===== config.mk =====
export PLATFORM = sky130hd
export DESIGN_NAME = spi_master_cfg
export DESIGN_NICKNAME = d
export VERILOG_FILES = /design/src/rtl/spi_pkg.sv /design/src/rtl/spi_clk_gen.sv /design/src/rtl/spi_master_cfg.sv
export SDC_FILE = /design/constraint.sdc
export NUM_CORES = 1
export LEC_CHECK = 0
export ABC_CLOCK_PERIOD_IN_PS = 1950
export BUFFER_PORTS_ARGS = -buffer_cell sky130_fd_sc_hd__clkbuf_2
export CAP_MARGIN = 30
export CORE_UTILIZATION = 45
export DETAILED_ROUTE_END_ITERATION = 8
export GPL_TIMING_DRIVEN = 0
export PLACE_DENSITY_LB_ADDON = 0.05
export SLEW_MARGIN = 0
export SYNTH_ARGS = -nofsm -noshare
export SYNTH_HDL_FRONTEND = slang
export SYNTH_SLANG_ARGS = --single-unit

===== constraint.sdc =====
create_clock -name clk -period 1.95 [get_ports clk]
set_input_delay 0.39 -clock clk [delete_from_list [all_inputs] [get_ports clk]]
set_output_delay 0.39 -clock clk [all_outputs]
set_load 0.02 [all_outputs]

===== src/rtl/spi_pkg.sv =====
// Shared types and sizing helpers for the configurable SPI master.
package spi_pkg;

    typedef enum logic [1:0] {
        IDLE  = 2'd0,
        SHIFT = 2'd1,
        TRAIL = 2'd2
    } state_e;

    typedef struct packed {
        logic cpol;
        logic cpha;
        logic lsb_first;
    } spi_cfg_t;

    // Width able to hold an sclk edge count of 0..2*data_w.
    function automatic int unsigned edge_cnt_w(input int unsigned data_w);
        return $clog2(2 * data_w + 1);
    endfunction

    function automatic int unsigned cs_w(input int unsigned num_cs);
        return (num_cs > 1) ? $clog2(num_cs) : 1;
    endfunction

    function automatic int unsigned cnt_w(input int unsigned n);
        return (n > 1) ? $clog2(n) : 1;
    endfunction

endpackage


===== src/rtl/spi_clk_gen.sv =====
// Divides clk into sclk edge strobes while enabled; counters clear when disabled.
module spi_clk_gen
    import spi_pkg::*;
#(
    parameter  int unsigned CLK_DIV = 4,
    parameter  int unsigned DATA_W  = 8,
    localparam int unsigned EW      = edge_cnt_w(DATA_W)
) (
    input  logic          clk,
    input  logic          rst_n,
    input  logic          en,
    output logic          lead_edge_c,
    output logic          trail_edge_c,
    output logic [EW-1:0] edge_cnt
);

    localparam int unsigned DW = cnt_w(CLK_DIV);

    logic [DW-1:0] div_cnt_q, div_cnt_d;
    logic [EW-1:0] edge_cnt_q, edge_cnt_d;
    logic          tick_c;

    // edge_cnt holds edges already produced; the strobed edge is edge_cnt+1.
    always_comb begin
        tick_c     = en && (div_cnt_q == DW'(CLK_DIV - 1));
        div_cnt_d  = '0;
        edge_cnt_d = '0;
        if (en) begin
            div_cnt_d  = tick_c ? '0 : div_cnt_q + DW'(1);
            edge_cnt_d = tick_c ? edge_cnt_q + EW'(1) : edge_cnt_q;
        end
        lead_edge_c  = tick_c && !edge_cnt_q[0];
        trail_edge_c = tick_c &&  edge_cnt_q[0];
    end

    always_ff @(posedge clk or negedge rst_n) begin
        if (!rst_n) begin
            div_cnt_q  <= '0;
            edge_cnt_q <= '0;
        end else begin
            div_cnt_q  <= div_cnt_d;
            edge_cnt_q <= edge_cnt_d;
        end
    end

    assign edge_cnt = edge_cnt_q;

endmodule


===== src/rtl/spi_master_cfg.sv =====
// SPI master with run-time mode, bit order and chip-select choice; fixed word width.
module spi_master_cfg
    import spi_pkg::*;
#(
    parameter  int unsigned DATA_W  = 8,
    parameter  int unsigned CLK_DIV = 4,
    parameter  int unsigned NUM_CS  = 2,
    localparam int unsigned CS_W    = cs_w(NUM_CS)
) (
    input  logic              clk,
    input  logic              rst_n,
    input  logic              start,
    input  logic [CS_W-1:0]   cs_sel,
    input  logic              cpol,
    input  logic              cpha,
    input  logic              lsb_first,
    input  logic [DATA_W-1:0] tx_data,
    output logic [DATA_W-1:0] rx_data,
    output logic              busy,
    output logic              done,
    output logic              sclk,
    output logic              mosi,
    input  logic              miso,
    output logic [NUM_CS-1:0] cs_n
);

    localparam int unsigned EW = edge_cnt_w(DATA_W);
    localparam int unsigned TW = cnt_w(CLK_DIV);

    state_e            state_q, state_d;
    spi_cfg_t          cfg_q, cfg_d;
    logic [DATA_W-1:0] tx_sh_q, tx_sh_d;
    logic [DATA_W-1:0] rx_sh_q, rx_sh_d;
    logic [DATA_W-1:0] rx_data_q, rx_data_d;
    logic [NUM_CS-1:0] cs_n_q, cs_n_d;
    logic [TW-1:0]     trail_cnt_q, trail_cnt_d;
    logic              busy_q, busy_d;
    logic              done_q, done_d;
    logic              sclk_q, sclk_d;
    logic              mosi_q, mosi_d;
    logic              sample_q, sample_d;

    logic              lead_edge_c, trail_edge_c;
    logic [EW-1:0]     edge_cnt;
    logic              last_edge_c, shift_edge_c, sample_edge_c, cs_ok_c;

    spi_clk_gen #(
        .CLK_DIV (CLK_DIV),
        .DATA_W  (DATA_W)
    ) u_clk_gen (
        .clk          (clk),
        .rst_n        (rst_n),
        .en           (state_q == SHIFT),
        .lead_edge_c  (lead_edge_c),
        .trail_edge_c (trail_edge_c),
        .edge_cnt     (edge_cnt)
    );

    // cpha=1 holds the first bit through edge 1; cpha=0 skips the shift on the closing edge.
    always_comb begin
        last_edge_c   = (edge_cnt == EW'(2 * DATA_W - 1));
        shift_edge_c  = cfg_q.cpha ? (lead_edge_c && (edge_cnt != '0))
                                   : (trail_edge_c && !last_edge_c);
        sample_edge_c = cfg_q.cpha ? trail_edge_c : lead_edge_c;
        cs_ok_c       = (32'(cs_sel) < NUM_CS);
    end

    always_comb begin
        state_d     = state_q;
        cfg_d       = cfg_q;
        tx_sh_d     = tx_sh_q;
        rx_sh_d     = rx_sh_q;
        rx_data_d   = rx_data_q;
        cs_n_d      = cs_n_q;
        trail_cnt_d = '0;
        busy_d      = busy_q;
        done_d      = 1'b0;
        sclk_d      = sclk_q;
        sample_d    = 1'b0;

        // miso is captured at the end of the cycle in which the sample edge appears on sclk.
        if (sample_q) begin
            rx_sh_d = cfg_q.lsb_first ? {miso, rx_sh_q[DATA_W-1:1]}
                                      : {rx_sh_q[DATA_W-2:0], miso};
        end

        case (state_q)
            IDLE: begin
                cfg_d.cpol = cpol;
                sclk_d     = cpol;
                if (start && cs_ok_c) begin
                    state_d         = SHIFT;
                    cfg_d.cpha      = cpha;
                    cfg_d.lsb_first = lsb_first;
                    tx_sh_d         = tx_data;
                    rx_sh_d         = '0;
                    busy_d          = 1'b1;
                    cs_n_d          = ~(NUM_CS'(1) << cs_sel);
                end
            end
            SHIFT: begin
                sample_d = sample_edge_c;
                if (lead_edge_c || trail_edge_c) begin
                    sclk_d = ~sclk_q;
                end
                if (shift_edge_c) begin
                    tx_sh_d = cfg_q.lsb_first ? (tx_sh_q >> 1) : (tx_sh_q << 1);
                end
                if (trail_edge_c && last_edge_c) begin
                    state_d = TRAIL;
                end
            end
            TRAIL: begin
                trail_cnt_d = trail_cnt_q + TW'(1);
                if (trail_cnt_q == TW'(CLK_DIV - 1)) begin
                    state_d   = IDLE;
                    done_d    = 1'b1;
                    busy_d    = 1'b0;
                    cs_n_d    = '1;
                    rx_data_d = rx_sh_q;
                end
            end
            default: state_d = IDLE;
        endcase

        mosi_d = cfg_d.lsb_first ? tx_sh_d[0] : tx_sh_d[DATA_W-1];
    end

    always_ff @(posedge clk or negedge rst_n) begin
        if (!rst_n) begin
            state_q     <= IDLE;
            cfg_q       <= '0;
            tx_sh_q     <= '0;
            rx_sh_q     <= '0;
            rx_data_q   <= '0;
            cs_n_q      <= '1;
            trail_cnt_q <= '0;
            busy_q      <= 1'b0;
            done_q      <= 1'b0;
            sclk_q      <= 1'b0;
            mosi_q      <= 1'b0;
            sample_q    <= 1'b0;
        end else begin
            state_q     <= state_d;
            cfg_q       <= cfg_d;
            tx_sh_q     <= tx_sh_d;
            rx_sh_q     <= rx_sh_d;
            rx_data_q   <= rx_data_d;
            cs_n_q      <= cs_n_d;
            trail_cnt_q <= trail_cnt_d;
            busy_q      <= busy_d;
            done_q      <= done_d;
            sclk_q      <= sclk_d;
            mosi_q      <= mosi_d;
            sample_q    <= sample_d;
        end
    end

    assign rx_data = rx_data_q;
    assign busy    = busy_q;
    assign done    = done_q;
    assign sclk    = sclk_q;
    assign mosi    = mosi_q;
    assign cs_n    = cs_n_q;

endmodule

# [After elaboration in Yosys (flattened, before gate mapping)]
# Index checks and enable logic that the tools add are counted.
# Widths: inputs -> output; s select.
[classes] reduce_logical=19 n_eq_ne=11 n_mux=33 n_bitwise=2 n_addsub=3 shifts=1
[ops] operator="$mux 8" n=7
[ops] operator="$mux 2" n=8
[ops] operator="$pmux 8 s2" n=1
[ops] operator="$ne 2x2->1 const B" n=6
[ops] operator="$mux 1" n=11
[ops] operator="$mux 5" n=2
[ops] operator="$reduce_and 3->1" n=3
[ops] operator="$eq 2x2->1 const B" n=3
[ops] operator="$logic_and 1x1->1" n=6
[ops] operator="$pmux 2 s3" n=1
[ops] operator="$reduce_and 2->1" n=3
[ops] operator="$add 5x1->5 const B" n=1
[ops] operator="$eq 5x4->1 const B" n=1
[ops] operator="$reduce_bool 5->1" n=1
[ops] operator="$add 2x1->2 const B" n=2
[ops] operator="$pmux 1 s2" n=2
[ops] operator="$pmux 2 s2" n=1
[ops] operator="$reduce_bool 2->1" n=2
[ops] operator="$eq 2x1->1 const B" n=1
[ops] operator="$logic_not 1->1" n=2
[ops] operator="$logic_not 2->1" n=1
[ops] operator="$not 2->2" n=1
[ops] operator="$shl 1x1->2 const A" n=1
[ops] operator="$logic_or 1x1->1" n=1
[ops] operator="$not 1->1" n=1
[word_totals] out_inout_bits=14 ff_bits=44 in_bits=16

# [Longest topological paths before layout]
# Gate-level depths: netlist (run 1).
[logic_depth] word_depth=8 ltp_mapped=8 ltp_nobuf=7

# [Hierarchy]
# From an unflattened synthesis (run 1), not the netlist that was laid out.
[hier_totals] cells_unflattened=211 area_unflattened_um2=2203.4
[modules_own_cells] module="spi_master_cfg" area_each_um2=1855.5 cells_each=180 seq_area_each_um2=928.4 instances=1
[modules_own_cells] module="spi_clk_gen" area_each_um2=347.8 cells_each=31 seq_area_each_um2=175.2 instances=1

# [Worst setup path after synthesis (run 1)]
# No wires, ideal clock.
[synth_timing] path_kind="flip-flop to flip-flop" from="register u_clk_gen.edge_cnt_q[0] (netlist: u_clk_gen.edge_cnt[0])" to="register tx_sh_q[2]" stages_incl_launch_ff=8 t_arrival_ns=1.945 period_less_slack_ns=2.071 required_time_ns=1.824 n_path_buf=0 slack_ns=-0.121 path_cell_list="dfrtp_1 ha_1 and3_1 ha_1 nor4bb_1 a41oi_2 o21ba_2 a221o_1"
[synth_via] elab_chain_cells=6 elab_cells_between_ends=11 classes_between="eq/ne (2); mux (1); reduce/logical (8)"
[synth_rtl] item="start, declared" line_no="spi_clk_gen.sv:20" rtl="logic [EW-1:0] edge_cnt_q, edge_cnt_d;"
[synth_rtl] item="start signal, assigned" line_no="spi_clk_gen.sv:42" rtl="edge_cnt_q <= edge_cnt_d;"
[synth_rtl] item="$eq 5x4->1 / $logic_not 1->1 (equally long branches)" line_no="spi_master_cfg.sv:61, spi_clk_gen.sv:32"
[synth_rtl] item="$logic_not 1->1 / $logic_and 1x1->1 (equally long branches)" line_no="spi_master_cfg.sv:63, spi_clk_gen.sv:32"
[synth_rtl] item="$logic_and 1x1->1, on equally long branches" line_no="spi_master_cfg.sv:63, spi_master_cfg.sv:62"
[synth_rtl] item="$mux 1 (*)" line_no="spi_master_cfg.sv:62" rtl="shift_edge_c = cfg_q.cpha ? (lead_edge_c && (edge_cnt != '0))"
[synth_rtl] item="$ne 2x2->1 (no source line) (*)"
[synth_rtl] item="$reduce_and 3->1 (no source line) (*)"
[synth_rtl] item="end signal, assigned" line_no="spi_master_cfg.sv:146" rtl="tx_sh_q <= tx_sh_d;"
[synth_rtl] item="end, declared" line_no="spi_master_cfg.sv:32" rtl="logic [DATA_W-1:0] tx_sh_q, tx_sh_d;"
# Mark *: on every way between the ends. The rest lies on a longest branch, timed or not.
# A chain may end at the register's enable or synchronous reset.

# [Worst setup path in the final report (run 1)]
[layout_timing] from="register u_clk_gen.edge_cnt_q[0] (netlist: u_clk_gen.edge_cnt[0])" to="register tx_sh_q[6]"
# Same word-level chain as after synthesis.

==> results of run 1 <==
metal layers:
| layer | vias up | global-route usage (%) |
|---|---|---|
| met5 | - | 0 |
| met1 | 768 | 22.9 |
| met4 | 0 | 8.22 |
| met3 | 11 | 3.90 |
| li1 | 789 | - |
| met2 | 34 | 31.8 |
per-stage QoR:
| stage | setup slack [ps] | hold WS, ps | utilization [%] | setup TNS [ps] |
|---|---|---|---|---|
| after CTS | -64.9 | 44.2 | 56.9 | -385 |
| after global routing | -147 | 67.2 | 58.3 | -1030 |
| after detailed placement | -159 | 376 | 53.2 | -1170 |
| after floorplan | 1.06 | 94.4 | - | 0 |
| after global placement | -148 | 420 | 52.8 | -1050 |
| final | -95.7 | 36.6 | 58.3 | -483 |
logic make-up (layout without fill, tap and decap cells):
| kind of cell | count (synthesis) | after routing | share of synthesized area (%) |
|---|---|---|---|
| flip-flops | 44 | 44 | 52.9 |
| multiplexers | 17 | 17 | 8.21 |
| buffers and inverters | 21 | 65 | 4.44 |
| AO/OA/AOI/OAI | 36 | 36 | 13.4 |
| adder cells (fa/ha/maj) | 5 | 5 | 3.00 |
| AND/OR/NAND/NOR | 72 | 72 | 16.4 |
| XOR/XNOR | 4 | 4 | 1.68 |
flip-flops by register name, indices dropped and copies added (netlist names):
register	flops
mosi	1
cfg_q	2
busy	1
trail_cnt_q	2
cs_n	2
rx_sh_q	8
u_clk_gen.edge_cnt	5
rx_data	8
sclk	1
state_q	2
tx_sh_q	8
sample_q	1
u_clk_gen.div_cnt_q	2
done	1
Yosys cell counts (all sizes together) (3+ instances only):
| cell type | instances |
|---|---|
| clkbuf | 5 |
| a211oi | 9 |
| inv | 8 |
| ha | 5 |
| a221o | 6 |
| mux2i | 16 |
| nor2 | 17 |
| buf | 8 |
| o21ai | 4 |
| a21oi | 4 |
| nand2 | 31 |
| nor3 | 8 |
| xor2 | 3 |
| dfrtp | 42 |
path summary, 6_finish.rpt:
| kind | startpoint | end | slack, ps | depth (start not counted) |
|---|---|---|---|---|
| hold / removal | rst_n | rx_data[7]$_DFFE_PN0P_ | 40 | 1 |
| hold reg to reg | u_clk_gen.div_cnt_q[0]$_DFF_PN0_ | u_clk_gen.div_cnt_q[0]$_DFF_PN0_ | 440 | 1 |
| min in group clk | cs_sel | cs_n[0]$_DFFE_PN1P_ | 300 | 3 |
| setup reg to reg | u_clk_gen.edge_cnt[0]$_DFFE_PN0P_ | tx_sh_q[6]$_DFFE_PN0P_ | -100 | 7 |
| setup / recovery | u_clk_gen.edge_cnt[0]$_DFFE_PN0P_ | tx_sh_q[6]$_DFFE_PN0P_ | -100 | 7 |
| max in group asynchronous | rst_n | cs_n[1]$_DFFE_PN1P_ | 1340 | 2 |
worst max-delay path, stage by stage, from the launching register on:
cell and delay [ps]:
sky130_fd_sc_hd__dfrtp_2 440, sky130_fd_sc_hd__ha_4 170, sky130_fd_sc_hd__and3_4 180, sky130_fd_sc_hd__ha_4 170
sky130_fd_sc_hd__nor4bb_4 300, sky130_fd_sc_hd__a41oi_4 90, sky130_fd_sc_hd__o21ba_4 260, sky130_fd_sc_hd__a221o_1 320
cell usage in the layout (no fill, tap or decap), drive strengths merged, types with 3 or more instances in the layout:
master / instances
nand2: 31
a21oi: 4
dfrtp: 42
ha: 5
clkbuf: 39
buf: 16
o21ai: 4
a221o: 6
a211oi: 9
nor2: 17
inv: 8
mux2i: 16
xor2: 3
nor3: 8
repair_timing:
item | CTS | global route
endpoints found under the setup margin | 9 | 10
resized for setup | 4 | 11
setup buffers | 3 | 3
pin swaps | 1 | 1
gates cloned | 0 | 1
area by class of cell:
| class | instances | share of cell area (%) |
|---|---|---|
| sequential | 44 | 42.9 |
| multi-input combinational | 134 | 38.0 |
| timing repair buffer | 37 | 8.75 |
| clock buffer | 6 | 2.82 |
| tap | 52 | 2.53 |
| buffer | 12 | 2.29 |
| clock inverter | 2 | 1.36 |
| inverter | 8 | 1.26 |
power groups by stage:
| stage | clock network, W | registers [W] | logic [W] |
|---|---|---|---|
| after floorplan | 0 | 0.00145 | 0.000823 |
| after global placement | 0 | 0.00146 | 0.00105 |
| after detailed placement | 0 | 0.00146 | 0.00110 |
| after CTS | 0.000706 | 0.00145 | 0.00118 |
| after global routing | 0.000745 | 0.00150 | 0.00140 |
| final | 0.000688 | 0.00146 | 0.00127 |
==> results.cfg, run 1 <==
[logic_synthesis]
synth_area_leaders = sky130_fd_sc_hd__dfrtp_1 (50%), sky130_fd_sc_hd__mux2i_1 (7.7%), sky130_fd_sc_hd__nand2_1 (5.6%), sky130_fd_sc_hd__a211oi_1 (3.2%), sky130_fd_sc_hd__nor2_1 (3.1%)
postSynthNetCount = 220
synthesis.instances = 199
dominantRegCellSynth = sky130_fd_sc_hd__dfrtp_1
yosysTopAreaCell = sky130_fd_sc_hd__dfrtp_1
synth_cell_types = 41
synth-seq-cells = 44
synth_area_per_cell_sq_um = 10.5
async_reset_ff_share_pct = 100
synth-edff-count = 0
netlist.area_leader.share_pct = 50.4
synth.yosys.warnings = 0
synth.cell_area_sq_um = 2090
sequential_cell_area_fraction_in_the_yosys_report_pct = 52.9

[detailed_routing]
antenna_left = 0
drc = 0
routed_via_count = 1602
detailroute.wirelength.met3_microns = 135
wirelength_microns = 4390
route.layer.met1.wl_microns = 2030
top_layer_used = met4
route.met2.wl_microns = 2130
routed_wire_length_per_instance_microns = 14.9
drtPass1Iterations = 4
via_per_inst = 5.43
drt_iter0_drc = 85

[cts]
cts_num_sinks = 44
htree_levels = 2
clkSlewWorstSetupHoldPaths_ps = 80
tritoncts.num_buffers = 5
clock_latency_ps = 300
cts_hold_buf = 0
cts-root-buf = sky130_fd_sc_hd__clkbuf_8
tritoncts = yes
ctsLongestPathBuffers = 2

[floorplan]
fp.coreArea_sq_um = 4410
initial_utilization_pct = 47.3
die_h_microns = 70.1
floorplan_row_count = 24
design.die.area_sq_um = 4910
chipWidth_microns = 70.1
design.portCount = 30

[pwr]
sequentialPowerShare_pct = 42.7
cellPowerDensity_nw_per_um2 = 1330
share_clk_of_total_power_pct = 20.1
leakage_nw = 1.24
switchingPower_w = 0.00120
max-vdd-ir-drop_mv = 0.733
post-layout-total-power_w = 0.00342
sw_frac_of_total_pct = 35.0
p_int_w = 0.00222
comb_power_share_pct = 37.2

[place]
dpl_cell_area_sq_um = 2350
place.detailed.hpwl_microns = 3050
numPlacedInstances = 281
portBuffers = 29
gpl.final_weighted_congestion = 0.788

[grt]
globalRoute.totalOverflow = 0
grt_pass1_wl_microns = 7190
grt_max_degree = 27
grt_usage_pct = 18.7
grt_antenna_before_repair = 0
grt_pass1_vias = 1591

[sta]
slew_violations = 0
timing.fmax_ghz = 0.489
finalWorstSetupSlack_ps = -95.7
rsz0062_at_grt = yes
setup_violations = 7
worstMarginPinSlew_ps = 557
post_route_minimum_period_ps = 2050
hold_violations = 0
final.setup_skew_ps = 5.44
worst_slew_margin_rel_pct = 62.4
final_min_period_over_clock_period_pct = 105

[final_layout]
seqCellArea_sq_um = 1100
layout.filler_cells = 398
layout-drive-gt1-share_pct = 28.8
layout-area-overhead-vs-synth_pct = 23.3
multiInputGateArea_sq_um = 978
antenna-diode-count = 0
finish.net_count = 263
final_cell_count_no_fill = 295
final_area_sq_um = 2570

[status]
failed_checks = setup timing
run_status = finished with violations

[critical_path]
path_class = register to register
critical_path_arrival_ps = 2230
worst-path-max-fanout = 6
timing.critical_path.required_ps = 2130
critPathLaunchType = register
cp-end-kind = register

[min_path]
min-delay-path-class = input pin to asynchronous set/reset pin

[flow_run]
max_cap_violation_count = 0
Note: power is estimated with default switching activity, not from simulation.
==> run 2: changes to the inputs <==
--- a/config.mk
+++ b/config.mk
@@ -5,9 +5,10 @@
 export SDC_FILE = /design/constraint.sdc
 export NUM_CORES = 1
 export LEC_CHECK = 0
-export ABC_CLOCK_PERIOD_IN_PS = 1950
+export ABC_CLOCK_PERIOD_IN_PS = 2400
 export BUFFER_PORTS_ARGS = -buffer_cell sky130_fd_sc_hd__clkbuf_2
 export CAP_MARGIN = 30
+export CORE_MARGIN = 2
 export CORE_UTILIZATION = 45
 export DETAILED_ROUTE_END_ITERATION = 8
 export GPL_TIMING_DRIVEN = 0
==> constraint.sdc (replaced) <==
create_clock -name clk -period 2.4 [get_ports clk]
set_input_delay 0.48 -clock clk [delete_from_list [all_inputs] [get_ports clk]]
set_output_delay 0.48 -clock clk [all_outputs]
set_load 0.02 [all_outputs]
==> run 2 against run 1 <==
Compared with the run above:
- the flow now finishes without violations
- sequential share of layout area rose by 2.3 points
- global-route usage fell by 0.23 points
- clock power fell by 15%
- core utilization fell by 3.0 points
- cell area fell by 5.2%
- sequential cell count did not move
- non-clock buffer count fell by 6
- die area rose by 5.8%
- wire length fell by 3.2%
- total power fell by 23%
- fmax fell by 11%
- critical endpoint is now mosi$_DFF_PN0_
- largest cell class unchanged
==> results.cfg, run 2 (synthesis gave the netlist of run 1 again) <==
[critical_path]
path_class = register to register
worstSetupStartpoint = u_clk_gen.edge_cnt[0]$_DFFE_PN0P_
critical_path_arrival_ps = 2460
timing.critical_path.required_ps = 2570
regToRegEndpoint = mosi$_DFF_PN0_
launch_point_of_the_worst_reg_to_reg_path = u_clk_gen.edge_cnt[0]$_DFFE_PN0P_
worst-path-max-fanout = 10
worst-r2r-cell-count = 8
cp-end-kind = register
critPathLaunchType = register
ff2ff_setup_slack_ps = 110

[floorplan]
floorplan_row_count = 24
initial_utilization_pct = 47.3
design.die.area_sq_um = 5200
die_h_microns = 72.1
design.portCount = 30
chipWidth_microns = 72.1
fp.coreArea_sq_um = 4410

[sta]
rsz0062_at_grt = no
post_route_minimum_period_ps = 2290
timing.hold.ws_ps = 65.6
hold_violations = 0
fin_tns_setup_ps = 0
finalWorstSetupSlack_ps = 113
slew_violations = 0
setup_violations = 0
worst_slew_margin_rel_pct = 69.1
worstMarginPinSlew_ps = 458
final.setup_skew_ps = 10.1
final_min_period_over_clock_period_pct = 95.3
timing.fmax_ghz = 0.437

[final_layout]
antenna-diode-count = 0
layout-area-overhead-vs-synth_pct = 16.8
finish.net_count = 257
layout-drive-gt1-share_pct = 23.2
layout.filler_cells = 401
layout.cells.most_common_list = sky130_fd_sc_hd__dfrtp_1 (42), sky130_fd_sc_hd__nand2_1 (31), sky130_fd_sc_hd__clkbuf_2 (29)
final_common_cell = sky130_fd_sc_hd__dfrtp_1

[grt]
grt_antenna_before_repair = 0
globalRoute.totalOverflow = 0
grt_pass1_wl_microns = 7580
grt_pass1_vias = 1645
grt_usage_pct = 18.5
grt_max_degree = 34

[pwr]
max-vdd-ir-drop_mv = 0.557
leakage_nw = 1.20
cellPowerDensity_nw_per_um2 = 1090

[cts]
htree_levels = 2
tritoncts.num_buffers = 5
ctsLongestPathBuffers = 2
post_cts_buffers = 0
cts_num_sinks = 44
clock_latency_ps = 310
cts-root-buf = sky130_fd_sc_hd__clkbuf_8
clkSlewWorstSetupHoldPaths_ps = 90
tritoncts = yes

[place]
dp_worst_setup_slack_ps = 123
gpl.final_weighted_congestion = 0.873
place.detailed.hpwl_microns = 3060
portBuffers = 29

[detailed_routing]
wirelength_microns = 4250
drc = 0
routed_via_count = 1569
drtPass1Iterations = 4
antenna_left = 0
routed_wire_length_per_instance_microns = 14.7
drt_iter0_drc = 80
via_per_inst = 5.43

[min_path]
min-delay-path-class = input pin to asynchronous set/reset pin

[status]
run_status = finished clean

[flow_run]
max_cap_violation_count = 0
-- run 2: per-layer routing --
layer	part of all wire, %	vias up	GRT usage [%]
li1	-	770	-
met1	46	755	22.7
met2	49	37	31.3
met3	3.6	7	4.58
met4	1.4	0	7.34
met5	0	-	0
-- run 2: final cells by class --
class,instances,area [sq um],area share [%]
clock buffer,5,68.8,2.82
clock inverter,3,46.3,1.90
tap,52,65.1,2.67
buffer,13,62.6,2.57
inverter,8,30.0,1.23
multi-input combinational,134,897,36.8
timing repair buffer,30,165,6.77
sequential,44,1100,45.3
-- run 2: worst max path at each step --
stage | end | cells after the start
after detailed placement | mosi$_DFF_PN0_ | 8
after global placement | tx_sh_q[3]$_DFFE_PN0P_ | 7
after global routing | mosi$_DFF_PN0_ | 8
after floorplan | tx_sh_q[2]$_DFFE_PN0P_ | 7
final | mosi$_DFF_PN0_ | 8
after CTS | mosi$_DFF_PN0_ | 8
-- run 2: what timing repair did --
item | CTS | global route
endpoints found under the setup margin | 0 | 1
hold buffers | 0 | 0
resized for setup | 0 | 1
-- run 2: worst max-delay path, stage by stage (launching register included) --
cell                       delay [ps]
sky130_fd_sc_hd__dfrtp_1          480
sky130_fd_sc_hd__ha_1             260
sky130_fd_sc_hd__and3_1           180
sky130_fd_sc_hd__ha_1             200
sky130_fd_sc_hd__nor4bb_2         320
sky130_fd_sc_hd__a41oi_2          100
sky130_fd_sc_hd__buf_6            180
sky130_fd_sc_hd__a311oi_1         300
sky130_fd_sc_hd__o22ai_1          140
-- run 2: metrics by stage --
stage / total power, W / cells / util [%] / cell area, sq um
floorplan: 0.00183 / 199 / - / 2090
global placement: 0.00202 / 280 / 52.0 / 2300
detailed placement: 0.00206 / 281 / 52.5 / 2320
CTS: 0.00266 / 289 / 55.1 / 2430
global route: 0.00284 / 289 / 55.2 / 2440
finish: 0.00265 / 289 / 55.2 / 2440
-- run 2: where the power goes --
group          total [W]  switching [W]  internal (W)
combinational   0.000873       0.000448      0.000425
sequential       0.00119       0.000209      0.000978
clock           0.000586       0.000272      0.000314
